**config.mk**
```make
export PLATFORM = sky130hd
export DESIGN_NAME = placer_load_port
export DESIGN_NICKNAME = d
export VERILOG_FILES = /design/src/rtl/placer_load_port.sv
export SDC_FILE = /design/constraint.sdc
export NUM_CORES = 1
export LEC_CHECK = 0
export BUFFER_PORTS_ARGS = -buffer_cell sky130_fd_sc_hd__buf_2
export CORE_UTILIZATION = 44
export DETAILED_ROUTE_END_ITERATION = 6
export GPL_ROUTABILITY_DRIVEN = 0
export PLACE_DENSITY = 0.83
export SYNTH_ARGS = -nofsm -noshare
export SYNTH_HDL_FRONTEND = slang
export SYNTH_SLANG_ARGS = --single-unit
```
**constraint.sdc**
```tcl
create_clock -name clk -period 2.4 [get_ports clk]
set_input_delay 0.6 -clock clk [delete_from_list [all_inputs] [get_ports clk]]
set_output_delay 0.6 -clock clk [all_outputs]
set_load 0.005 [all_outputs]
```
**src/rtl/placer_load_port.sv**
```systemverilog
// ---------------------------------------------------------------------------
// placer_load_port
//
// Front door of the placer PE array. Receives a bitstream of NUM_OF_PACKETS
// packets (PACKET_LENGTH words each) on load_in, replays every captured word
// as a write toward the array, launches placement with a one-cycle start
// pulse, waits for done, then streams UNLOAD_WORDS result words back out.
//
// Ports
//   clk            rising-edge clock for all state
//   reset          synchronous, active-high reset
//   load_enable_in strobe: first word of a packet, or start command when armed
//   load_in        load data word
//   wr_valid       one-cycle write strobe toward the PE array
//   wr_packet      packet index of the current write
//   wr_word        word index within the packet
//   wr_data        captured load word
//   start          one-cycle placement launch pulse
//   done           placement finished (level or pulse), looked at only in RUN
//   rd_addr        result read address
//   rd_data        result word, valid one cycle after rd_addr
//   complete       high while unload_out carries a valid result word
//   unload_out     result word
//   protocol_err   sticky protocol-error flag, cleared only by reset
// ---------------------------------------------------------------------------
module placer_load_port #(
  parameter int BUS_WIDTH    = 32,
  parameter int N            = 16,
  parameter int UNLOAD_WORDS = N,
  localparam int PACKET_LENGTH  = 8 + N,
  localparam int NUM_OF_PACKETS = N + 2,
  localparam int PKT_W  = (NUM_OF_PACKETS > 1) ? $clog2(NUM_OF_PACKETS) : 1,
  localparam int WORD_W = (PACKET_LENGTH > 1) ? $clog2(PACKET_LENGTH) : 1,
  localparam int ADDR_W = (UNLOAD_WORDS > 1) ? $clog2(UNLOAD_WORDS) : 1
) (
  input  logic                 clk,
  input  logic                 reset,
  input  logic                 load_enable_in,
  input  logic [BUS_WIDTH-1:0] load_in,
  output logic                 wr_valid,
  output logic [PKT_W-1:0]     wr_packet,
  output logic [WORD_W-1:0]    wr_word,
  output logic [BUS_WIDTH-1:0] wr_data,
  output logic                 start,
  input  logic                 done,
  output logic [ADDR_W-1:0]    rd_addr,
  input  logic [BUS_WIDTH-1:0] rd_data,
  output logic                 complete,
  output logic [BUS_WIDTH-1:0] unload_out,
  output logic                 protocol_err
);

  // The packet counter has to be able to hold NUM_OF_PACKETS itself
  // (saturation value), which needs one more code than wr_packet carries.
  localparam int CNT_W = $clog2(NUM_OF_PACKETS + 1);

  localparam logic [WORD_W-1:0] LAST_WORD = WORD_W'(PACKET_LENGTH - 1);
  localparam logic [ADDR_W-1:0] LAST_ADDR = ADDR_W'(UNLOAD_WORDS - 1);
  localparam logic [CNT_W-1:0]  FULL_CNT  = CNT_W'(NUM_OF_PACKETS);

  typedef enum logic [2:0] {
    IDLE   = 3'd0,
    RECV   = 3'd1,
    ARMED  = 3'd2,
    RUN    = 3'd3,
    UNLOAD = 3'd4
  } state_t;

  state_t state;
  state_t state_nxt;

  logic [CNT_W-1:0]  pkt_cnt;
  logic [WORD_W-1:0] word_cnt;   // index the next RECV capture will get

  logic              cap_en;
  logic [WORD_W-1:0] cap_word;
  logic              err_set;
  logic              start_nxt;
  logic              pkt_inc;
  logic              pkt_clr;

  // Packet count never runs past NUM_OF_PACKETS.
  function automatic logic [CNT_W-1:0] sat_inc_pkt(input logic [CNT_W-1:0] c);
    if (c >= FULL_CNT) begin
      return FULL_CNT;
    end
    return c + CNT_W'(1);
  endfunction

  // Word index following the one just captured; wraps to 0 after the last.
  function automatic logic [WORD_W-1:0] next_word(input logic [WORD_W-1:0] w);
    if (w == LAST_WORD) begin
      return '0;
    end
    return w + WORD_W'(1);
  endfunction

  // -------------------------------------------------------------------------
  // Stage 0: state decode
  // -------------------------------------------------------------------------
  always_comb begin
    state_nxt = state;
    cap_en    = 1'b0;
    cap_word  = word_cnt;
    err_set   = 1'b0;
    start_nxt = 1'b0;
    pkt_inc   = 1'b0;
    pkt_clr   = 1'b0;

    case (state)
      IDLE: begin
        if (load_enable_in) begin
          cap_en    = 1'b1;
          cap_word  = '0;
          state_nxt = RECV;
        end
      end

      RECV: begin
        cap_en = 1'b1;
        if (load_enable_in) begin
          // Early strobe: the partial packet is abandoned and this word
          // restarts the same packet index.
          err_set  = 1'b1;
          cap_word = '0;
        end else if (word_cnt == LAST_WORD) begin
          pkt_inc   = 1'b1;
          state_nxt = (sat_inc_pkt(pkt_cnt) == FULL_CNT) ? ARMED : IDLE;
        end
      end

      ARMED: begin
        if (load_enable_in) begin
          start_nxt = 1'b1;
          state_nxt = RUN;
        end
      end

      RUN: begin
        if (load_enable_in) begin
          err_set = 1'b1;
        end
        if (done) begin
          state_nxt = UNLOAD;
        end
      end

      UNLOAD: begin
        if (load_enable_in) begin
          err_set = 1'b1;
        end
        if (rd_addr == LAST_ADDR) begin
          pkt_clr   = 1'b1;
          state_nxt = IDLE;
        end
      end

      default: begin
        state_nxt = IDLE;
      end
    endcase
  end

  // -------------------------------------------------------------------------
  // Stage 1: state, counters and registered outputs
  // -------------------------------------------------------------------------
  always_ff @(posedge clk) begin
    if (reset) begin
      state <= IDLE;
    end else begin
      state <= state_nxt;
    end
  end

  always_ff @(posedge clk) begin
    if (reset) begin
      word_cnt <= '0;
      pkt_cnt  <= '0;
    end else begin
      if (cap_en) begin
        word_cnt <= next_word(cap_word);
      end
      if (pkt_clr) begin
        pkt_cnt <= '0;
      end else if (pkt_inc) begin
        pkt_cnt <= sat_inc_pkt(pkt_cnt);
      end
    end
  end

  // Each capture shows up on the write port exactly one cycle later.
  always_ff @(posedge clk) begin
    if (reset) begin
      wr_valid  <= 1'b0;
      wr_packet <= '0;
      wr_word   <= '0;
      wr_data   <= '0;
    end else begin
      wr_valid <= cap_en;
      if (cap_en) begin
        wr_packet <= pkt_cnt[PKT_W-1:0];
        wr_word   <= cap_word;
        wr_data   <= load_in;
      end
    end
  end

  always_ff @(posedge clk) begin
    if (reset) begin
      start        <= 1'b0;
      protocol_err <= 1'b0;
    end else begin
      start        <= start_nxt;
      protocol_err <= protocol_err | err_set;
    end
  end

  // rd_addr sits at 0 outside UNLOAD, so entering UNLOAD presents address 0
  // on its first cycle. complete trails the address by one cycle, matching
  // the one-cycle read latency of rd_data.
  always_ff @(posedge clk) begin
    if (reset) begin
      rd_addr  <= '0;
      complete <= 1'b0;
    end else begin
      complete <= (state == UNLOAD);
      if (state == UNLOAD && rd_addr != LAST_ADDR) begin
        rd_addr <= rd_addr + ADDR_W'(1);
      end else begin
        rd_addr <= '0;
      end
    end
  end

  assign unload_out = complete ? rd_data : '0;

endmodule

```
==> results of run 1 <==
[routing by layer]
metal | part of all wire | vias up | routed length (µm)
met5 | 0 | - | 0
met4 | 0.023 | 0 | 158
met3 | 0.079 | 14 | 557
met2 | 0.51 | 131 | 3600
met1 | 0.39 | 1295 | 2700
li1 | - | 1392 | -
[cell usage in the layout (no fill, tap or decap), types with 3 or more instances in the layout]
master / Yosys / final
a211oi_1: 3 / 3
buf_4: 0 / 5
o21ai_0: 5 / 5
clkbuf_8: 0 / 9
ha_1: 4 / 4
mux2i_1: 4 / 4
nor3_1: 5 / 5
and2_1: 35 / 35
nand3_1: 6 / 6
inv_6: 0 / 3
nor2_1: 16 / 16
nand2_1: 81 / 81
a21oi_1: 45 / 45
dfxtp_1: 63 / 63
a311oi_1: 3 / 3
buf_2: 4 / 149
nor2b_1: 4 / 4
[critical path: cells and delay by family, from the launching register on]
family / cells / cell delay (ns)
buffers and inverters: 1 / 0.12
flip-flops: 1 / 0.76
AND/OR/NAND/NOR: 1 / 0.23
[Yosys cell counts, types with 2 or more instances]
master and count:
clkbuf_1 18, and2_1 35, buf_2 4, or3b_1 2, nor2b_1 4, a311oi_1 3, o21ai_0 5, and3_1 2
a211oi_1 3, nor3b_1 2, nand3_1 6, a21oi_1 45, xor2_1 2, mux2i_1 4, dfxtp_1 63, ha_1 4
inv_1 2, nand2_1 81, nor2_1 16, buf_6 2, nor3_1 5
[per-stage QoR]
step	power [W]	hold slack [ns]
after detailed placement	0.00137	0.442
final	0.00239	0.452
after CTS	0.00242	0.454
after global placement	0.00136	0.436
after global routing	0.00249	0.466
after floorplan	0.00125	0.442
[state kept, by name, summed over array words and instances, names as in the netlist, 3 cells and up]
name	cells
rd_addr	4
wr_data	32
pkt_cnt	5
wr_packet	5
wr_word	5
word_cnt	5
state	3
[final cells by class]
cell class / instances / area (µm²) / share of cell area
inverter: 2 / 7.51 / 0.00202
sequential: 63 / 1260 / 0.339
timing repair buffer: 155 / 803 / 0.216
clock inverter: 7 / 103 / 0.0276
multi-input combinational: 242 / 1330 / 0.357
tap: 75 / 93.8 / 0.0252
clock buffer: 9 / 124 / 0.0333
[power by group]
group	switching, W	internal (W)	total (W)
clock network	0.000452	0.000597	0.00105
logic	0.000123	0.000111	0.000234
registers	0.0000234	0.00109	0.00111
[worst paths after layout]
check	endpoint	cells past startpoint	slack, ns
worst max-delay path	unload_out[17]	2	0.35
worst min-delay path	protocol_err	2	0.45
worst max register to register	pkt_cnt[0]	4	0.36
worst min register to register	protocol_err	2	0.45
[logic make-up after synthesis]
family | after synthesis | synth area share
compound gates | 68 | 0.147
mux | 5 | 0.0189
flops | 63 | 0.466
buf+inv | 27 | 0.0448
fa+ha+maj | 4 | 0.0185
xor+xnor | 3 | 0.00971
simple gates | 162 | 0.295
==> run_results.csv, run 1 <==
group,metric,value,unit
final_layout,fin_area,0.00372,mm²
yosys,synth_top_area_cell,"dfxtp_1",
route,dr.pass1.iters,5,
place,dp_hpwl,5.00,mm
final_layout,drive_gt1_frac,0.374,
die,design.portCount,150,
power_and_ir_drop,p_leak,1.86,nW
yosys,synth_cell_types,45,
global_routing,antenna_found_initial,0,
die,die_w,80.4,µm
timing,tightest_slew,0.680,ns
clock_network,clk_pin_slew,0.07,ns
critical_path,cpPeakStageDelay,0.76,ns
timing,fin_ws,0.347,ns
timing,slew_viol_final,0,
global_routing,track_usage,0.215,
die,fp.coreArea,0.00592,mm²
yosys,synthFlopType,"dfxtp_1",
run_status,outcome,"complete, no violations",
place,place_ws,0.223,ns
critical_path,crit_start,"complete",
critical_path,slowest_stage,"dfxtp_1",
timing,skew,0.00935,ns
clock_network,htree_levels,3,
timing,final.setup.tns,0,ns
timing,rsz0062_at_grt,"no",
clock_network,cts_buffer_depth,2,
yosys,syn-instance-count,332,
place,portBuffers,149,
job,drv_cap,0,
route,routed_via_density,5.12,
final_layout,finalNetCount,545,
yosys,syn_area_per_cell,8.16,µm²
yosys,ys_warn_count,0,
clock_network,cts_hold_buffers,0,
power_and_ir_drop,peakVddDrop,0.000528,V
yosys,synth_seq_cells,63,
yosys,seq_area_frac_synth,0.466,
final_layout,insertedDiodeCount,0,
clock_network,clock-sinks,63,
clock_network,clock_latency,0.34,ns
critical_path,crit_fanout,33,
clock_network,cts-resized-gates,0,
timing,min_period_over_period,0.855,
timing,finalHoldViolCount,0,
global_routing,grt_pass1_vias,2601,
route,routedWlPerCell,12.7,µm
min_path,hp-class,"flip-flop to flip-flop",
final_layout,final_core_util,0.628,
clock_network,cts-root-buf,"clkbuf_8",
global_routing,grt.busiest_layer,"met2",
critical_path,crit_chain,"and2_1 -> buf_2",
clock_network,cts_setup_buffers,0,
final_layout,syn2layout_area_growth,37.4,%
critical_path,end_kind,"output port",
global_routing,grt_start_max_net_pins,43,
timing,final-setup-viol-count,0,
global_routing,grt_pass1_wl,10.7,mm
route,wl,7.01,mm
yosys,synth.top_cell.area_share,0.466,
power_and_ir_drop,power_density,643,mW/mm²
yosys,mappedNetlistNets,404,
global_routing,use_met1,0.216,
clock_network,cts_buffers,9,
place,postPlaceCellArea,0.00349,mm²
yosys,synth_edf_count,0,
die,chipHeight,80.4,µm
timing,fin_crit,2.05,ns
final_layout,instances_no_fill,553,
timing,slew_headroom,0.546,
die,start_util,0.457,
final_layout,fill_cells,503,
place,dp.cells,537,
global_routing,grt.overflow.total,0,
critical_path,worstSetupPathType,"flip-flop to output port",
route,via_count,2832,
yosys,synthTopCellsByArea,"dfxtp_1 (47%), nand2_1 (11%), a21oi_1 (8.3%), and2_1 (8.1%), clkbuf_1 (2.5%)",
critical_path,crit_arrival,1.45,ns
global_routing,met3_usage,0.0534,
timing,timing.fmax,0.487,GHz
min_path,min-delay-start,"protocol_err",
critical_path,r2r-start,"state[0]",
route,drtIter0Drc,138,
global_routing,gr-usage-met2,0.396,
critical_path,cp-start-kind,"flip-flop",
route,antenna_left,0,
die,std_cell_rows,28,
critical_path,critPathRequiredTime,1.80,ns
route,drc,0,
die,die-area,0.00647,mm²
clock_network,cts_tree,"built",
yosys,synthArstFlopShare,0,
yosys,netlist_area,0.00271,mm²
Power figures use the tool's default switching activity.
==> inputs of run 2 (changes only) <==
ABC_CLOCK_PERIOD_IN_PS = 2200   (was unset)
clock period = 2.2 ns   (was 2.4 ns; I/O delays follow)
==> run 2 against run 1 <==
Effect of this change:
- critical path depth stayed put
- sequential cell count stayed put
- largest cell class unchanged
- register-to-register slack worse by 0.02 ns
- largest power group unchanged
- critical path type unchanged
==> run_results.csv, run 2 (synthesis gave the netlist of run 1 again) <==
group,metric,value,unit
run_status,outcome,"complete, no violations",
global_routing,antenna_found_initial,0,
clock_network,cts_setup_buffers,0,
clock_network,clk_pin_slew,0.06,ns
timing,skew,0.00799,ns
power_and_ir_drop,peakVddDrop,0.000512,V
clock_network,cts_buffer_depth,2,
place,portBuffers,149,
route,routedWlPerCell,12.2,µm
power_and_ir_drop,internal_power,0.00192,W
critical_path,critPathRequiredTime,1.65,ns
clock_network,clock-sinks,63,
global_routing,grt_pass1_vias,2489,
route,via_count,2739,
critical_path,crit_fanout,33,
min_path,hp-class,"flip-flop to flip-flop",
final_layout,largest_reg_flops,32,
job,drv_cap,0,
timing,final.setup.tns,0,ns
power_and_ir_drop,switching_share,0.229,
power_and_ir_drop,combPwrFrac,0.102,
critical_path,crit_arrival,1.41,ns
timing,timing.fmax,0.510,GHz
timing,hold_ws,0.449,ns
clock_network,htree_levels,3,
place,dp_hpwl,4.93,mm
final_layout,top_register,"wr_data",
final_layout,drive_gt1_frac,0.374,
critical_path,crit_buf_inv,1,
global_routing,grt.overflow.total,0,
final_layout,finalNetCount,546,
global_routing,grt_start_max_net_pins,50,
power_and_ir_drop,power_density,671,mW/mm²
timing,fin_crit,1.96,ns
timing,rsz0062_at_grt,"no",
power_and_ir_drop,total_power,0.00249,W
route,routed_via_density,4.94,
timing,tightest_slew,0.663,ns
critical_path,slowest_stage,"dfxtp_1",
die,start_util,0.457,
timing,min_period_over_period,0.892,
global_routing,grt_pass1_wl,10.4,mm
route,drtIter0Drc,128,
die,design.portCount,150,
power_and_ir_drop,clkPwrFrac,0.411,
final_layout,final_cell_mix,"buf_2 (149), nand2_1 (81), dfxtp_1 (63), a21oi_1 (45), and2_1 (35)",
critical_path,cpPeakStageDelay,0.74,ns
global_routing,track_usage,0.207,
timing,final-setup-viol-count,0,
timing,slew_headroom,0.558,
die,chipHeight,80.4,µm
final_layout,final_common_cell,"buf_2",
timing,finalHoldViolCount,0,
final_layout,insertedDiodeCount,0,
clock_network,cts_hold_buffers,0,
critical_path,worstSetupPathType,"flip-flop to output port",
critical_path,crit_chain,"and2_1 -> buf_2",
die,die-area,0.00647,mm²
clock_network,cts_tree,"built",
route,dr.pass1.iters,5,
die,die_w,80.4,µm
power_and_ir_drop,p_seq_frac,0.486,
power_and_ir_drop,switching_power,0.000569,W
final_layout,syn2layout_area_growth,37.1,%
power_and_ir_drop,p_leak,1.86,nW
die,std_cell_rows,28,
route,wl,6.76,mm
route,drc,0,
clock_network,clock_latency,0.33,ns
critical_path,end_kind,"output port",
die,fp.coreArea,0.00592,mm²
clock_network,cts-resized-gates,0,
timing,slew_viol_final,0,
clock_network,cts_buffers,9,
final_layout,final_core_util,0.627,
critical_path,crit_family,"flip-flops",
route,antenna_left,0,
critical_path,cp-start-kind,"flip-flop",
clock_network,cts-root-buf,"clkbuf_8",
==> run 2: per-layer routing <==
| layer | vias up | wire length [µm] | track usage |
|---|---|---|---|
| met5 | - | 0 | 0 |
| met4 | 0 | 62 | 0.0750 |
| met3 | 10 | 516 | 0.0625 |
| met2 | 109 | 3520 | 0.380 |
| met1 | 1231 | 2670 | 0.221 |
| li1 | 1389 | - | - |
==> run 2: tightest hold or removal path: cells and delay by family (launching register included) <==
| kind | cells | cell delay (ns) |
|---|---|---|
| AOI/OAI and AO/OA | 1 | 0.05 |
| DFF | 1 | 0.30 |
| buffers and inverters | 1 | 0.05 |
==> run 2: stage by stage <==
stage / instances / area (µm²) / worst slack, ns
6_report: 554 / 3710 / 0.238
5_1_grt: 554 / 3710 / 0.0466
4_1_cts: 554 / 3710 / 0.168
3_5_place_dp: 538 / 3500 / 0.158
3_3_place_gp: 538 / 3500 / 0.195
2_1_floorplan: 332 / 2710 / 0.134
==> run 2: power by group through the flow <==
stage | Clock (W) | Sequential (W) | Combinational (W)
floorplan | 0 | 0.00124 | 0.000124
global placement | 0 | 0.00124 | 0.000249
detailed placement | 0 | 0.00124 | 0.000255
CTS | 0.00105 | 0.00121 | 0.000257
global route | 0.00110 | 0.00122 | 0.000285
finish | 0.00102 | 0.00121 | 0.000255
==> run 2: path summary, 6_finish.rpt <==
path              depth (start not counted)  slack, ns    startpoint            end
setup / recovery                          2       0.24      complete  unload_out[8]
hold / removal                            2       0.45  protocol_err   protocol_err
setup reg to reg                          5       0.34      state[0]     pkt_cnt[2]
hold reg to reg                           2       0.45  protocol_err   protocol_err
==> run 2: layout make-up <==
cell class                 instances  area (µm²)
clock buffer                      13         169
timing repair buffer             156         811
multi-input combinational        242        1330
tap                               75        93.8
clock inverter                     3        40.0
fill                             497        2210
sequential                        63        1260
inverter                           2        7.51
==> inputs of run 3 (changes only) <==
CORE_ASPECT_RATIO = 1.2   (was unset)
GPL_TIMING_DRIVEN = 1   (was unset)
==> run 3 against run 2 <==
Effect of this change:
- critical path depth unchanged
- critical path type unchanged
- highest routed layer unchanged
- register-to-register slack lost 0.09 ns
- wire length grew 1.6%
- combinational power is essentially flat
- largest power group unchanged
- maximum frequency fell by 0.19%
- total power grew 5.9%
- count of clock-buffer cells in the layout shrank 3
==> run_results.csv, run 3 (synthesis gave the netlist of run 1 again) <==
group,metric,value,unit
place,dp.cells,544,
run_status,outcome,"complete, no violations",
clock_network,cts_buffers,9,
die,die_w,73.6,µm
min_path,hp-class,"flip-flop to flip-flop",
power_and_ir_drop,clkPwrFrac,0.443,
global_routing,grt_pass1_vias,2336,
route,antenna_left,0,
final_layout,final_common_cell,"buf_2",
global_routing,grt_start_max_net_pins,43,
critical_path,critical_path_depth,2,
critical_path,crit_chain,"and2_1 -> buf_2",
power_and_ir_drop,internal_power,0.00208,W
route,drtIter0Drc,140,
critical_path,crit_family,"flip-flops",
critical_path,critPathRequiredTime,1.65,ns
timing,skew,0.00467,ns
route,drc,0,
timing,slew_headroom,0.578,
timing,finalHoldViolCount,0,
global_routing,antenna_found_initial,0,
timing,slew_viol_final,0,
final_layout,instances_no_fill,558,
power_and_ir_drop,p_seq_frac,0.460,
route,routed_via_density,4.87,
power_and_ir_drop,total_power,0.00264,W
power_and_ir_drop,p_leak,1.87,nW
clock_network,cts_setup_buffers,0,
timing,final.setup.tns,0,ns
route,dr.pass1.iters,4,
clock_network,cts_hold_buffers,0,
timing,fin_crit,1.97,ns
final_layout,finalNetCount,547,
die,chipHeight,87.9,µm
global_routing,grt_pass1_wl,10.1,mm
timing,hold_ws,0.446,ns
critical_path,r2r_cells,4,
place,dp_hpwl,5.12,mm
clock_network,cts_buffer_depth,2,
final_layout,final_cell_mix,"buf_2 (149), nand2_1 (81), dfxtp_1 (63), a21oi_1 (45), and2_1 (35)",
final_layout,insertedDiodeCount,0,
route,wl,6.87,mm
clock_network,clock-sinks,63,
final_layout,largest_reg_flops,32,
clock_network,cts-resized-gates,0,
die,start_util,0.468,
clock_network,htree_levels,3,
clock_network,cts_tree,"built",
route,routedWlPerCell,12.3,µm
power_and_ir_drop,power_density,704,mW/mm²
power_and_ir_drop,switching_share,0.211,
min_path,hold_depth,2,
critical_path,cp-start-kind,"flip-flop",
critical_path,cpPeakStageDelay,0.72,ns
die,fp.coreArea,0.00578,mm²
timing,final-setup-viol-count,0,
clock_network,clk_pin_slew,0.06,ns
clock_network,clock_latency,0.33,ns
final_layout,drive_gt1_frac,0.374,
critical_path,rrSetupSlack,0.25,ns
place,portBuffers,149,
critical_path,worstSetupPathType,"flip-flop to output port",
critical_path,crit_buf_inv,1,
final_layout,top_register,"wr_data",
power_and_ir_drop,switching_power,0.000557,W
critical_path,slowest_stage,"dfxtp_1",
route,via_count,2716,
job,drv_cap,0,
critical_path,crit_arrival,1.42,ns
timing,timing.fmax,0.509,GHz
power_and_ir_drop,combPwrFrac,0.098,
critical_path,end_kind,"output port",
critical_path,crit_fanout,33,
power_and_ir_drop,peakVddDrop,0.000588,V
global_routing,grt.overflow.total,0,
clock_network,cts-root-buf,"clkbuf_8",
timing,rsz0062_at_grt,"no",
die,die-area,0.00647,mm²
final_layout,syn2layout_area_growth,38.4,%
timing,min_period_over_period,0.894,
die,std_cell_rows,30,
timing,tightest_slew,0.633,ns
global_routing,track_usage,0.205,
die,design.portCount,150,
[run 3: changes by cell type in the layout (fill, tap and decap cells not counted)]
cell	previous run	this run
buf_4	6	7
bufinv_16	1	3
clkbuf_1	1	0
clkbuf_8	12	10
clkinv_2	2	1
[run 3: final cells by class]
class	instances	area (µm²)
multi-input cells	242	1330
clock inverters	4	95.1
repair buffers	157	818
fillers	518	2030
well taps	80	100
inverters	2	7.51
flip-flops and latches	63	1260
clock buffers	10	138
[run 3: worst reg2reg max path: cells and delay by family, from the launching register on]
family | cells | cell delay [ns]
mux | 1 | 0.39
flops | 1 | 0.45
simple gates | 3 | 1.05
[run 3: final timing paths]
| check | start | end |
|---|---|---|
| max | complete | unload_out[4] |
| min | protocol_err | protocol_err |
| max reg2reg | state[0] | pkt_cnt[0] |
| min reg2reg | protocol_err | protocol_err |
[run 3: power by group through the flow]
stage / clock network [W] / registers, W / logic, W
floorplan: 0 / 0.00124 / 0.000124
global placement: 0 / 0.00124 / 0.000254
detailed placement: 0 / 0.00124 / 0.000259
CTS: 0.00120 / 0.00121 / 0.000260
global route: 0.00124 / 0.00122 / 0.000286
finish: 0.00117 / 0.00121 / 0.000258
[run 3: through the flow]
step                utilization  cell area (µm²)  setup slack, ns
CTS                       0.648             3750            0.177
global route              0.648             3750            0.106
floorplan                     -             2710            0.134
detailed placement        0.608             3520            0.252
global placement          0.608             3520            0.326
finish                    0.648             3750            0.234
[run 3: metal layers]
metal	track usage	wire, µm	share of wire	up-vias
met1	0.209	2700	0.39	1204
li1	-	-	-	1388
met5	0	0	0	-
met4	0.128	105	0.015	0
met3	0.0391	449	0.065	8
met2	0.379	3610	0.53	116
